### src/rtl/cp0_intr_ctrl.sv
// Coprocessor-0 interrupt/exception controller: Status/Cause/EPC/Count/Compare,
// synchronised level/edge IRQ lines, Count/Compare timer and PC redirect select.
module cp0_intr_ctrl #(
  parameter int                 NUM_IRQ    = 4,
  parameter logic [NUM_IRQ-1:0] IRQ_EDGE   = '0,
  parameter bit                 TIMER_EN   = 1'b1,
  parameter logic [31:0]        EXC_VECTOR = 32'h0000_0008
) (
  input  logic               clk,
  input  logic               rst,
  input  logic [NUM_IRQ-1:0] irq,
  input  logic               inst_valid,
  input  logic [31:0]        pc,
  input  logic               exc_sys,
  input  logic               exc_uni,
  input  logic               exc_ovr,
  input  logic               mtc0,
  input  logic               mfc0,
  input  logic               eret,
  input  logic [4:0]         rd,
  input  logic [31:0]        wdata,
  output logic [31:0]        rdata,
  output logic               exc_req,
  output logic [1:0]         selpc,
  output logic [31:0]        epc_out,
  output logic [NUM_IRQ:0]   irq_ack
);

  localparam logic [4:0] REG_COUNT   = 5'd9;
  localparam logic [4:0] REG_COMPARE = 5'd11;
  localparam logic [4:0] REG_STATUS  = 5'd12;
  localparam logic [4:0] REG_CAUSE   = 5'd13;
  localparam logic [4:0] REG_EPC     = 5'd14;

  localparam logic [4:0] EXC_INT = 5'd0;
  localparam logic [4:0] EXC_SYS = 5'd8;
  localparam logic [4:0] EXC_UNI = 5'd10;
  localparam logic [4:0] EXC_OVR = 5'd12;

  generate
    if (NUM_IRQ < 1 || NUM_IRQ > 7) begin : g_bad_num_irq
      $error("cp0_intr_ctrl: NUM_IRQ must be in 1..7");
    end
    if (EXC_VECTOR[1:0] != 2'b00) begin : g_bad_vector
      $error("cp0_intr_ctrl: EXC_VECTOR must be word aligned");
    end
  endgenerate

  // One-hot of the highest-indexed request; the timer sits at the top index.
  function automatic logic [NUM_IRQ:0] pick_highest(input logic [NUM_IRQ:0] req);
    logic [NUM_IRQ:0] g;
    g = '0;
    for (int i = 0; i <= NUM_IRQ; i++) begin
      if (req[i]) begin
        g    = '0;
        g[i] = 1'b1;
      end else begin
        g = g;
      end
    end
    return g;
  endfunction

  logic [NUM_IRQ-1:0] s1_r, s2_r, s3_r, pend_r;
  logic               tmr_pend_r;
  logic [31:0]        count_r, compare_r, epc_r;
  logic               ie_r, se_r, ue_r, oe_r, exl_r;
  logic [NUM_IRQ:0]   im_r;
  logic [4:0]         exccode_r;

  logic [NUM_IRQ:0]   ip_s, src_ack_s, irq_ack_s;
  logic               int_take_s, exc_req_s, wr_s, eret_s;
  logic [4:0]         code_s;
  logic [31:0]        epc_next_s, status_s, cause_s, rdata_s;

  assign ip_s = {tmr_pend_r, (IRQ_EDGE & pend_r) | (~IRQ_EDGE & s2_r)};

  // Take decision, source priority and exception bookkeeping values.
  always_comb begin
    int_take_s = ie_r & (|(ip_s & im_r));
    exc_req_s  = inst_valid & ~exl_r &
                 (int_take_s | (exc_ovr & oe_r) | (exc_uni & ue_r) | (exc_sys & se_r));
    src_ack_s  = '0;
    code_s     = EXC_INT;
    epc_next_s = pc;
    if (int_take_s) begin
      src_ack_s = pick_highest(ip_s & im_r);
      code_s    = EXC_INT;
    end else if (exc_ovr & oe_r) begin
      code_s = EXC_OVR;
    end else if (exc_uni & ue_r) begin
      code_s = EXC_UNI;
    end else if (exc_sys & se_r) begin
      code_s     = EXC_SYS;
      epc_next_s = pc + 32'd4;
    end else begin
      code_s = EXC_INT;
    end
    irq_ack_s = exc_req_s ? src_ack_s : '0;
    wr_s      = mtc0 & ~exc_req_s;
    eret_s    = eret & ~exc_req_s;
  end

  // Register read view and mfc0 data mux.
  always_comb begin
    status_s                = 32'd0;
    status_s[8+NUM_IRQ:8]   = im_r;
    status_s[4:0]           = {exl_r, oe_r, ue_r, se_r, ie_r};
    cause_s                 = 32'd0;
    cause_s[8+NUM_IRQ:8]    = ip_s;
    cause_s[6:2]            = exccode_r;
    rdata_s                 = 32'd0;
    if (mfc0) begin
      case (rd)
        REG_COUNT:   rdata_s = TIMER_EN ? count_r : 32'd0;
        REG_COMPARE: rdata_s = TIMER_EN ? compare_r : 32'd0;
        REG_STATUS:  rdata_s = status_s;
        REG_CAUSE:   rdata_s = cause_s;
        REG_EPC:     rdata_s = epc_r;
        default:     rdata_s = 32'd0;
      endcase
    end else begin
      rdata_s = 32'd0;
    end
  end

  assign rdata   = rdata_s;
  assign exc_req = exc_req_s;
  assign irq_ack = irq_ack_s;
  assign selpc   = exc_req_s ? 2'b10 : (eret_s ? 2'b01 : 2'b00);
  assign epc_out = epc_r;

  // IRQ synchronisers and sticky edge-pending flops.
  always_ff @(posedge clk or posedge rst) begin
    if (rst) begin
      s1_r   <= '0;
      s2_r   <= '0;
      s3_r   <= '0;
      pend_r <= '0;
    end else begin
      s1_r   <= irq;
      s2_r   <= s1_r;
      s3_r   <= s2_r;
      pend_r <= (pend_r & ~irq_ack_s[NUM_IRQ-1:0]) | (IRQ_EDGE & s2_r & ~s3_r);
    end
  end

  // Count/Compare timer; a Compare write drops any latched timer request.
  always_ff @(posedge clk or posedge rst) begin
    if (rst) begin
      count_r    <= 32'd0;
      compare_r  <= 32'hFFFF_FFFF;
      tmr_pend_r <= 1'b0;
    end else if (TIMER_EN) begin
      count_r <= (wr_s && rd == REG_COUNT) ? wdata : count_r + 32'd1;
      if (wr_s && rd == REG_COMPARE) begin
        compare_r  <= wdata;
        tmr_pend_r <= 1'b0;
      end else if (count_r == compare_r) begin
        tmr_pend_r <= 1'b1;
      end else if (irq_ack_s[NUM_IRQ]) begin
        tmr_pend_r <= 1'b0;
      end
    end
  end

  // Status/Cause/EPC: exception entry, eret and mtc0 writes.
  always_ff @(posedge clk or posedge rst) begin
    if (rst) begin
      ie_r      <= 1'b0;
      se_r      <= 1'b0;
      ue_r      <= 1'b0;
      oe_r      <= 1'b0;
      exl_r     <= 1'b0;
      im_r      <= '0;
      exccode_r <= 5'd0;
      epc_r     <= 32'd0;
    end else if (exc_req_s) begin
      exl_r     <= 1'b1;
      exccode_r <= code_s;
      epc_r     <= epc_next_s;
    end else begin
      if (eret_s) begin
        exl_r <= 1'b0;
      end
      if (wr_s) begin
        case (rd)
          REG_STATUS: begin
            ie_r  <= wdata[0];
            se_r  <= wdata[1];
            ue_r  <= wdata[2];
            oe_r  <= wdata[3];
            exl_r <= wdata[4];
            im_r  <= wdata[8+NUM_IRQ:8];
          end
          REG_CAUSE: exccode_r <= wdata[6:2];
          REG_EPC:   epc_r     <= wdata;
          default:   epc_r     <= epc_r;
        endcase
      end
    end
  end

endmodule

### config.mk
export PLATFORM = sky130hd
export DESIGN_NAME = cp0_intr_ctrl
export DESIGN_NICKNAME = d
export VERILOG_FILES = /design/src/rtl/cp0_intr_ctrl.sv
export SDC_FILE = /design/constraint.sdc
export NUM_CORES = 1
export LEC_CHECK = 0
export ABC_CLOCK_PERIOD_IN_PS = 9950
export BUFFER_PORTS_ARGS = -buffer_cell sky130_fd_sc_hd__buf_2
export CAP_MARGIN = 20
export CELL_PAD_IN_SITES_DETAIL_PLACEMENT = 1
export CELL_PAD_IN_SITES_GLOBAL_PLACEMENT = 1
export CORE_UTILIZATION = 36
export DETAILED_ROUTE_END_ITERATION = 8
export GPL_TIMING_DRIVEN = 0
export PLACE_DENSITY_LB_ADDON = 0.3
export SETUP_SLACK_MARGIN = 0.4
export SLEW_MARGIN = 20
export SYNTH_ARGS = -nofsm -noshare
export SYNTH_HDL_FRONTEND = slang
export SYNTH_SLANG_ARGS = --single-unit
### constraint.sdc
create_clock -name clk -period 9.95 [get_ports clk]
set_input_delay 0 -clock clk [delete_from_list [all_inputs] [get_ports clk]]
set_output_delay 0 -clock clk [all_outputs]
set_load 0.005 [all_outputs]
==> impl_metrics.ini, run 1 <==
[outcome]
outcome = finished clean

[hold_path]
hold_class = in -> reg
hp-start = pc[22]
hold_end = epc_out[22]
hold_depth = 3

[critical_path]
critical_path.startpoint_type = flip-flop
rr_startpoint = oe_r
r2r-end = epc_out[30]
critPathCaptureType = flip-flop
cp.arrival_ns = 3.54
reg2reg_depth = 6
worstSetupPathType = reg -> reg
r2r_setup_slack_ns = 6.74
cp.required_ns = 10.28
cp_max_fo = 9

[cts]
clock-sinks = 120
cts_tree = done
clkLatencyLatePin_ns = 0.43
clk_path_buf_depth = 2
root_buffer = clkbuf_16
clk_pin_slew_worst_paths_ns = 0.06
post_cts_buffers = 0
cts_buffers = 17
h-tree-depth = 4

[yosys]
synth-seq-cells = 120
ys_warn_count = 0
syn_avg_cell_area_sq_um = 9.83
synthTopCellsByArea = dfrtp_1 29%, dfstp_2 11%, mux2i_1 7.2%
netlist_instances = 774
synth_top_area_share_pct = 28.9
synth-edff-count = 0
seq_area_frac_synth_pct = 40.0
synthArstFlopShare_pct = 100
ys_types = 49
yosysTopAreaCell = dfrtp_1
syn_area_sq_mm = 0.00761
yosys_most_used_dff = dfrtp_1
synth_nets = 858

[sta]
setup_ws_ns = 6.74
rsz0062_at_grt = false
finalHoldViolations = 0
setup_viol = 0
slew_headroom_pct = 32.4
fin_crit_ns = 3.21
drv_slew = 0
finClkSkew_ns = 0.00926
setup_tns_ns = 0
worstMarginPinSlew_ns = 1.01
fmax_mhz = 311
post-route-period-util_pct = 32.3

[power_and_ir_drop]
p_per_area_mw_per_mm2 = 212
p_leak_uw = 0.00438
ir_worst_vdd_v = 0.000124
totalPowerFinal_uw = 2130

[route]
wl_per_cell_microns = 22.5
first_iter_violations = 452
drc_errors = 0
vias = 7205
drtAntennaViolNets = 0
avgViaCountPerCell = 5.55
dr.pass1.iters = 5
routed_wl_microns = 29200

[placed_design]
io_buffers = 152
place_congestion = 0.863
pre_cts_ws_ns = 6.85
dp_hpwl_microns = 21400

[cells_and_area]
drive_above_1_share_pct = 26.1
nNetsFinal = 1099
n_antenna_cell = 0
mostFrequentLayoutCells = 156 x buf_2, 88 x dfrtp_1, 73 x nor2_1
mostFrequentLayoutCell = buf_2
synthToLayoutAreaGrowth_pct = 31.8

[floorplanning]
num_io_pins = 154
start_util_pct = 37.1
rows = 52
coreArea_sq_mm = 0.0205
die_y_microns = 147
fp.dieW_microns = 147
dieArea_sq_mm = 0.0217

[global_route]
overflow = 0
grt_pass1_wl_microns = 44900
antenna_found_initial = 0
grtUsageTotal_pct = 27.8
first_global_vias = 7569
grt_max_degree = 94

[job]
cap_violations = 0
==> worst max path at each step <==
stage / depth (start not counted) / startpoint / slack, ns / end
floorplan: 1 / rst / 6.82 / count_r[0]
global placement: 2 / rst / 5.11 / epc_out[14]
detailed placement: 6 / oe_r / 6.85 / epc_out[30]
CTS: 6 / oe_r / 6.77 / epc_out[30]
global route: 6 / oe_r / 6.53 / epc_out[30]
finish: 6 / oe_r / 6.74 / epc_out[30]
==> critical path, stage by stage, from the launching register on <==
cell and delay, ns:
dfrtp_1 0.42, a22oi_1 0.58, o2111ai_1 0.60, or4_1 0.65, clkbuf_1 0.24, or3_1 0.40, a31oi_1 0.21
==> kinds of logic after synthesis <==
kind of cell | synth area share [%]
compound gates | 9.83
xor+xnor | 9.90
fa+ha+maj | 0.329
buf+inv | 3.62
flops | 40.0
mux | 19.0
simple gates | 17.4
==> state kept, by name, summed over array words and instances, names as in the netlist <==
register and flops:
epc_out 32, exl_r 1, ie_r 1, oe_r 1, s2_r 4, s1_r 4
im_r 5, exccode_r 5, se_r 1, compare_r 32, tmr_pend_r 1, count_r 32
ue_r 1
==> power breakdown <==
group	switching, uW	leakage [uW]	internal, uW	total, uW
registers	156	0.00139	654	810
clock network	256	0.000281	374	629
logic	362	0.00271	326	688
total	773	0.00438	1350	2130
==> cell type report <==
type | instances | area [sq um]
clock buffers | 17 | 425
repair buffers | 222 | 1480
multi-input cells | 589 | 4290
flip-flops and latches | 120 | 3040
fillers | 2372 | 10500
well taps | 270 | 338
clock inverters | 15 | 170
inverters | 14 | 60.1
plain buffers | 51 | 223
==> cell usage after synthesis (5+ instances only) <==
cell type  instances
dfrtp_1           88
nor2_1            73
a21oi_1           57
mux2i_1           55
xor2_1            48
clkbuf_1          39
xnor2_1           38
nand2_1           35
dfstp_2           32
mux2_1            31
mux2_4            28
nor2b_1           28
a211oi_1          26
nand3_1           26
nor4_1            23
nor3_1            17
nand4_1           16
inv_1             13
mux2_2            11
o22ai_1            9
and4_1             8
o21ai_0            7
a22oi_1            5
and2_1             5
==> through the flow <==
step	utilization (%)	cell area [sq um]	hold WS, ns	cells
3_3_place_gp	42.5	8710	0.108	1196
6_report	48.9	10000	0.0127	1298
4_1_cts	48.9	10000	0.000760	1298
2_1_floorplan	-	7610	0.0314	774
3_5_place_dp	42.7	8740	-0.0295	1197
5_1_grt	48.9	10000	0.0111	1298
==> what timing repair did <==
action	CTS	global route
gates resized for setup	0	0
endpoints found under the hold margin	209	0
hold buffers	69	0
==> layer usage <==
layer  GRT usage, %  vias to the layer above  wire length, microns
met5              0                        -                     0
met4           10.4                        0                   873
met3           5.52                       48                  1630
met2           44.8                      265                 13700
met1           36.8                     3623                 13000
li1               -                     3269                     -
No activity file was read; power rests on OpenSTA's default activity.
==> inputs of run 2 (changes only) <==
--- a/config.mk
+++ b/config.mk
@@ -5,7 +5,8 @@
 export SDC_FILE = /design/constraint.sdc
 export NUM_CORES = 1
 export LEC_CHECK = 0
-export ABC_CLOCK_PERIOD_IN_PS = 9950
+export ABC_AREA = 1
+export ABC_CLOCK_PERIOD_IN_PS = 3060
 export BUFFER_PORTS_ARGS = -buffer_cell sky130_fd_sc_hd__buf_2
 export CAP_MARGIN = 20
 export CELL_PAD_IN_SITES_DETAIL_PLACEMENT = 1
==> constraint.sdc (replaced) <==
create_clock -name clk -period 3.06 [get_ports clk]
set_input_delay 0 -clock clk [delete_from_list [all_inputs] [get_ports clk]]
set_output_delay 0 -clock clk [all_outputs]
set_load 0.005 [all_outputs]
==> run 2 against run 1 <==
Net effect:
- cell area grew 5.6%
- wire length up 20%
- clock power increased to 3.2 times the previous value
- sequential power grew to 3.6 times the previous value
- sequential cell count is the same
- power rose to 3.5 times the previous value
- utilization shrank 0.84 points
- die area grew 7.3%
- global-route usage rose by 3.1 points
- synthesized cell count grew 58%
- critical endpoint is now exl_r
- cell count is 35% higher
==> impl_metrics.ini, run 2 <==
[route]
avgViaCountPerCell = 5.31
vias = 9303
first_iter_violations = 553
drtAntennaViolNets = 0
routed_wl_microns = 34900
dr.pass1.iters = 7
drc_errors = 0
wl_per_cell_microns = 19.9

[power_and_ir_drop]
pwr-share-seq_pct = 39.2
ir_worst_vdd_v = 0.000340
p_leak_uw = 0.00530
cell_internal_pwr_uw = 4320
power_switching_uw = 3030
clkPwrFrac_pct = 27.6
comb_power_share_pct = 33.2
swShare_pct = 41.2
p_per_area_mw_per_mm2 = 693

[global_route]
grt_max_degree = 33
antenna_found_initial = 0
overflow = 0
first_global_vias = 9705
grt_pass1_wl_microns = 54800
grtUsageTotal_pct = 30.9

[floorplanning]
rows = 54
num_io_pins = 154
dieArea_sq_mm = 0.0233
start_util_pct = 37.1
fp.dieW_microns = 153
die_y_microns = 153
coreArea_sq_mm = 0.0220

[yosys]
yosys_most_used_dff = dfrtp_1
ys_warn_count = 0
synth.most_common_cell = nand2_1
ys_types = 49
netlist_instances = 1220
synthTopCellsByArea = dfrtp_1 27%, nand2_1 19%, dfstp_2 10%
synth-seq-cells = 120
synth-edff-count = 0
yosysTopAreaCell = dfrtp_1
syn_avg_cell_area_sq_um = 6.70
synth_nets = 1304
syn_area_sq_mm = 0.00818
synth_top_area_share_pct = 26.9
seq_area_frac_synth_pct = 37.2
netlist_top_cells_count = 418 x nand2_1, 154 x inv_1, 94 x nand3_1
synthArstFlopShare_pct = 100

[sta]
setup_viol = 0
whs_ns = 0.00375
worstMarginPinSlew_ns = 0.646
setup_ws_ns = 0.554
slew_headroom_pct = 57.0
setup_tns_ns = 0
rsz0062_at_grt = false
finClkSkew_ns = 0.0114
fin_crit_ns = 2.51
drv_slew = 0
post-route-period-util_pct = 81.9
fmax_mhz = 399
finalHoldViolations = 0

[job]
cap_violations = 0

[cells_and_area]
drive_above_1_share_pct = 19.4
synthToLayoutAreaGrowth_pct = 29.6
postLayoutCellArea_sq_mm = 0.0106
nNetsFinal = 1544
post-route-util_pct = 48.1
mostFrequentLayoutCell = nand2_1
fill_cells = 2939
n_antenna_cell = 0
mostFrequentLayoutCells = 418 x nand2_1, 174 x buf_2, 153 x inv_1

[cts]
clk_path_buf_depth = 2
clkLatencyLatePin_ns = 0.43
ctsResizeCount = 0
clock-sinks = 120
root_buffer = clkbuf_16
cts_buffers = 17
h-tree-depth = 4
clk_pin_slew_worst_paths_ns = 0.07
cts_tree = done

[outcome]
outcome = finished clean

[critical_path]
crit_buf_inv = 3
critPathCaptureType = flip-flop
worstSetupPathType = reg -> reg
cp.arrival_ns = 2.82
cp_cell_sequence = nand2_2 > nand2_1 > nor2_1 > nand2_2 > nand2_4 > nand2_4 > inv_4 > nand2_2 > buf_4 > nand2_1 > nand3_1 > dlygate4sd3_1
cpMostUsedCell = nand2_2
cpPeakStageDelay_ns = 0.56
cp.required_ns = 3.38
critical_path.startpoint_type = flip-flop
cp_max_fo = 10
slowest_stage = dlygate4sd3_1
path_delay_family = simple AND/OR/NAND/NOR gates

[hold_path]
hold_class = in -> reg

[placed_design]
dp_hpwl_microns = 27400
pre_cts_ws_ns = 1.03
io_buffers = 153
dpl_cell_area_sq_mm = 0.00938
place_congestion = 0.939
run 2: cell count changes in the layout (fill, tap and decap cells not counted), moves of 31 or more:
cell / previous run / this run
nand3_1: 26 / 94
inv_1: 12 / 153
mux2i_1: 55 / 0
a21oi_1: 57 / 15
nand2_1: 35 / 418
mux2_1: 31 / 0
o21ai_1: 0 / 56
o21ai_0: 7 / 60
run 2: power by group through the flow:
stage / Sequential [uW] / Combinational (uW) / Clock [uW]
final: 2880 / 2430 / 2030
after detailed placement: 2860 / 2310 / 0
after CTS: 2850 / 2420 / 2040
after global routing: 2930 / 2740 / 2100
after floorplan: 2630 / 1470 / 0
after global placement: 2850 / 2210 / 0
run 2: worst paths after layout:
check,from,endpoint,slack (ns),depth (start not counted)
setup / recovery,ue_r,exl_r,0.55,12
hold / removal,pc[30],epc_out[30],0.004,6
setup reg to reg,ue_r,exl_r,0.55,12
hold reg to reg,s1_r[0],s2_r[0],0.36,0
max in group asynchronous,rst,compare_r[20],1.84,7
min in group asynchronous,rst,count_r[3],0.02,3
run 2: what timing repair did:
action / in CTS / in global routing
hold buffers: 64 / 0
hold endpoints to repair: 157 / 0
buffers inserted: 0 / 0
run 2: final cells by class:
class | count | area [sq um] | area share (%)
well taps | 280 | 350 | 3.31
inverters | 161 | 611 | 5.76
clock buffers | 17 | 425 | 4.02
clock inverters | 15 | 154 | 1.45
multi-input cells | 892 | 4280 | 40.4
flip-flops and latches | 120 | 3040 | 28.7
plain buffers | 47 | 245 | 2.31
repair buffers | 221 | 1490 | 14.0
run 2: per-stage QoR:
stage	power [uW]	std cells
2_1_floorplan	4100	1220
3_3_place_gp	5060	1653
3_5_place_dp	5180	1657
4_1_cts	7310	1753
5_1_grt	7770	1753
6_report	7340	1753
run 2: kinds of logic (layout without fill, tap and decap cells):
kind of cell | after synthesis | after routing | share of synthesized area, %
AO/OA/AOI/OAI | 172 | 172 | 11.9
XOR/XNOR | 47 | 47 | 5.04
adder cells (fa/ha/maj) | 2 | 2 | 0.306
buffers and inverters | 208 | 461 | 10.4
flip-flops | 120 | 120 | 37.2
AND/OR/NAND/NOR | 671 | 671 | 35.1
run 2: metal layers:
layer  track usage (%)  part of all wire, %
met1              40.6                   45
met2              51.8                   47
met3              5.12                  5.5
met4              9.67                  2.3
met5                 0                    0
run 2: worst register-to-register path: stages, from the launching register on:
cell and delay [ns]:
dfrtp_1 0.42, nand2_2 0.19, nand2_1 0.11, nor2_1 0.19
nand2_2 0.10, nand2_4 0.09, nand2_4 0.13, inv_4 0.13
nand2_2 0.10, buf_4 0.21, nand2_1 0.09, nand3_1 0.06
dlygate4sd3_1 0.56
==> inputs of run 3 (changes only) <==
--- a/config.mk
+++ b/config.mk
@@ -5,8 +5,8 @@
 export SDC_FILE = /design/constraint.sdc
 export NUM_CORES = 1
 export LEC_CHECK = 0
-export ABC_AREA = 1
-export ABC_CLOCK_PERIOD_IN_PS = 3060
+export ABC_AREA = 0
+export ABC_CLOCK_PERIOD_IN_PS = 2250
 export BUFFER_PORTS_ARGS = -buffer_cell sky130_fd_sc_hd__buf_2
 export CAP_MARGIN = 20
 export CELL_PAD_IN_SITES_DETAIL_PLACEMENT = 1
==> constraint.sdc (replaced) <==
create_clock -name clk -period 2.25 [get_ports clk]
set_input_delay 0 -clock clk [delete_from_list [all_inputs] [get_ports clk]]
set_output_delay 0 -clock clk [all_outputs]
set_load 0.005 [all_outputs]
==> run 3 against run 2 <==
Net effect:
- the flow now finishes with violations (negative setup slack)
- clock skew is 0.0081 ns higher
- sequential share of layout area decreased by 3.1 points
- first-iteration DRC count rose by 23%
- global-route usage up 1.9 points
- wire length grew 8.4%
- maximum frequency shrank 0.82%
- worst setup slack worse by 0.83 ns
- register-to-register slack worse by 0.83 ns
- non-clock buffer count rose by 62
==> impl_metrics.ini, run 3 (synthesis gave the netlist of run 1 again) <==
[route]
drtAntennaViolNets = 0
routed_wl_microns = 37900
avgViaCountPerCell = 6.08
first_iter_violations = 680
wl_per_cell_microns = 27.9
drc_errors = 0
dr.pass1.iters = 6
vias = 8245

[floorplanning]
dieArea_sq_mm = 0.0217
start_util_pct = 37.1
fp.dieW_microns = 147
num_io_pins = 154
die_y_microns = 147
rows = 52
coreArea_sq_mm = 0.0205

[cells_and_area]
nNetsFinal = 1156
mostFrequentLayoutCell = buf_2
synthToLayoutAreaGrowth_pct = 56.2
fill_cells = 2188
drive_above_1_share_pct = 44.3
mostFrequentLayoutCells = 154 x buf_2, 87 x dfrtp_1, 69 x dlygate4sd3_1
multi_input_area_sq_mm = 0.00514
seq_area_sq_mm = 0.00304

[cts]
clk_path_buf_depth = 2
clk_pin_slew_worst_paths_ns = 0.06
cts_tree = done
cts_buffers = 17
root_buffer = clkbuf_16
clkLatencyLatePin_ns = 0.44
h-tree-depth = 4
clock-sinks = 120

[critical_path]
critPathCaptureType = flip-flop
slowest_stage = or4_4
path_delay_family = compound AO/OA/AOI/OAI gates
cp_cell_sequence = a222oi_1 > buf_4 > a21oi_4 > o21ai_4 > inv_2 > or4_4 > buf_8 > buf_12 > mux2_4
crit_buf_inv = 4
cp.arrival_ns = 2.84
cp.required_ns = 2.57
critical_path.startpoint_type = flip-flop
cpPeakStageDelay_ns = 0.50
worstSetupPathType = reg -> reg
cp_max_fo = 10

[placed_design]
pre_cts_ws_ns = -0.684
place_congestion = 0.861
dp_hpwl_microns = 21800
io_buffers = 152

[global_route]
grtUsageTotal_pct = 32.8
grt_max_degree = 33
overflow = 0
first_global_vias = 8617
antenna_found_initial = 1
grt_pass1_wl_microns = 52600

[outcome]
violations = negative setup slack
outcome = complete, but fails checks

[sta]
fmax_mhz = 396
setup_viol = 111
drv_slew = 0
finalHoldViolations = 0
rsz0062_at_grt = true
slew_headroom_pct = 43.4
worstMarginPinSlew_ns = 0.849
finClkSkew_ns = 0.0195
fin_crit_ns = 2.53
setup_ws_ns = -0.277
post-route-period-util_pct = 112

[power_and_ir_drop]
ir_worst_vdd_v = 0.000664
cell_internal_pwr_uw = 6860
p_per_area_mw_per_mm2 = 930
comb_power_share_pct = 40.5
power_switching_uw = 4190
p_leak_uw = 0.00527
clkPwrFrac_pct = 26.2
totalPowerFinal_uw = 11100
pwr-share-seq_pct = 33.3
swShare_pct = 37.9

[job]
cap_violations = 0

[hold_path]
hold_class = in -> reg
[run 3: repair_timing]
| item | CTS | global route |
|---|---|---|
| pin swaps | 32 | 12 |
| gates resized for setup | 163 | 82 |
| endpoints found under the setup margin | 151 | 150 |
| setup buffers | 35 | 10 |
| cloned | 5 | 4 |
| hold buffers | 68 | 1 |
| hold endpoints to repair | 220 | 1 |
[run 3: final timing paths]
path                            startpoint       endpoint  slack [ns]  cells after the start
worst min register to register     s1_r[3]        s2_r[3]        0.36                      0
worst min-delay path                pc[27]    epc_out[27]        0.03                      3
worst max register to register     im_r[3]    count_r[14]       -0.28                      9
worst max-delay path               im_r[3]    count_r[14]       -0.28                      9
max in group asynchronous              rst  compare_r[14]        1.48                      5
min in group asynchronous              rst     count_r[7]        0.04                      3
[run 3: power by group through the flow]
stage                     logic, uW  clock network, uW  registers [uW]
after floorplan                1910                  0            3400
after global placement         2900                  0            3560
after detailed placement       2980                  0            3590
after CTS                      3830               2880            3570
final                          4480               2900            3680
after global routing           4680               2980            3730
[run 3: worst reg2reg max path, stage by stage, from the launching register on]
cell and delay [ns]:
dfrtp_1 0.39, a222oi_1 0.37, buf_4 0.20, a21oi_4 0.07, o21ai_4 0.18, inv_2 0.08, or4_4 0.50, buf_8 0.16
buf_12 0.16, mux2_4 0.30
[run 3: metrics by stage]
stage	cells	cell area [sq um]	hold slack (ns)	TNS [ns]	util, %
3_3_place_gp	1196	8920	0.108	-54.54	43.5
2_1_floorplan	774	7830	0.0314	-7.00	-
5_1_grt	1356	11900	0.00748	-28.97	58.0
6_report	1357	11900	0.0270	-20.45	58.0
3_5_place_dp	1200	9000	-0.0660	-46.24	43.9
4_1_cts	1340	11400	0.0113	-8.99	55.7
[run 3: cell type report]
cell class	instances	area share [%]
Tap cell	270	2.84
Buffer	51	4.42
Timing Repair Buffer	279	18.4
Clock buffer	17	3.58
Clock inverter	15	1.48
Sequential cell	120	25.6
Antenna cell	2	0.0421
Multi-Input combinational cell	589	43.2
Inverter	14	0.474
[run 3: metal layers]
layer,vias to the layer above,global-route usage [%],share of wire (%)
met5,-,0,0
met4,0,18.2,6.8
met3,186,6.51,7.4
met2,545,54.6,47
met1,4136,39.7,39
li1,3378,-,-
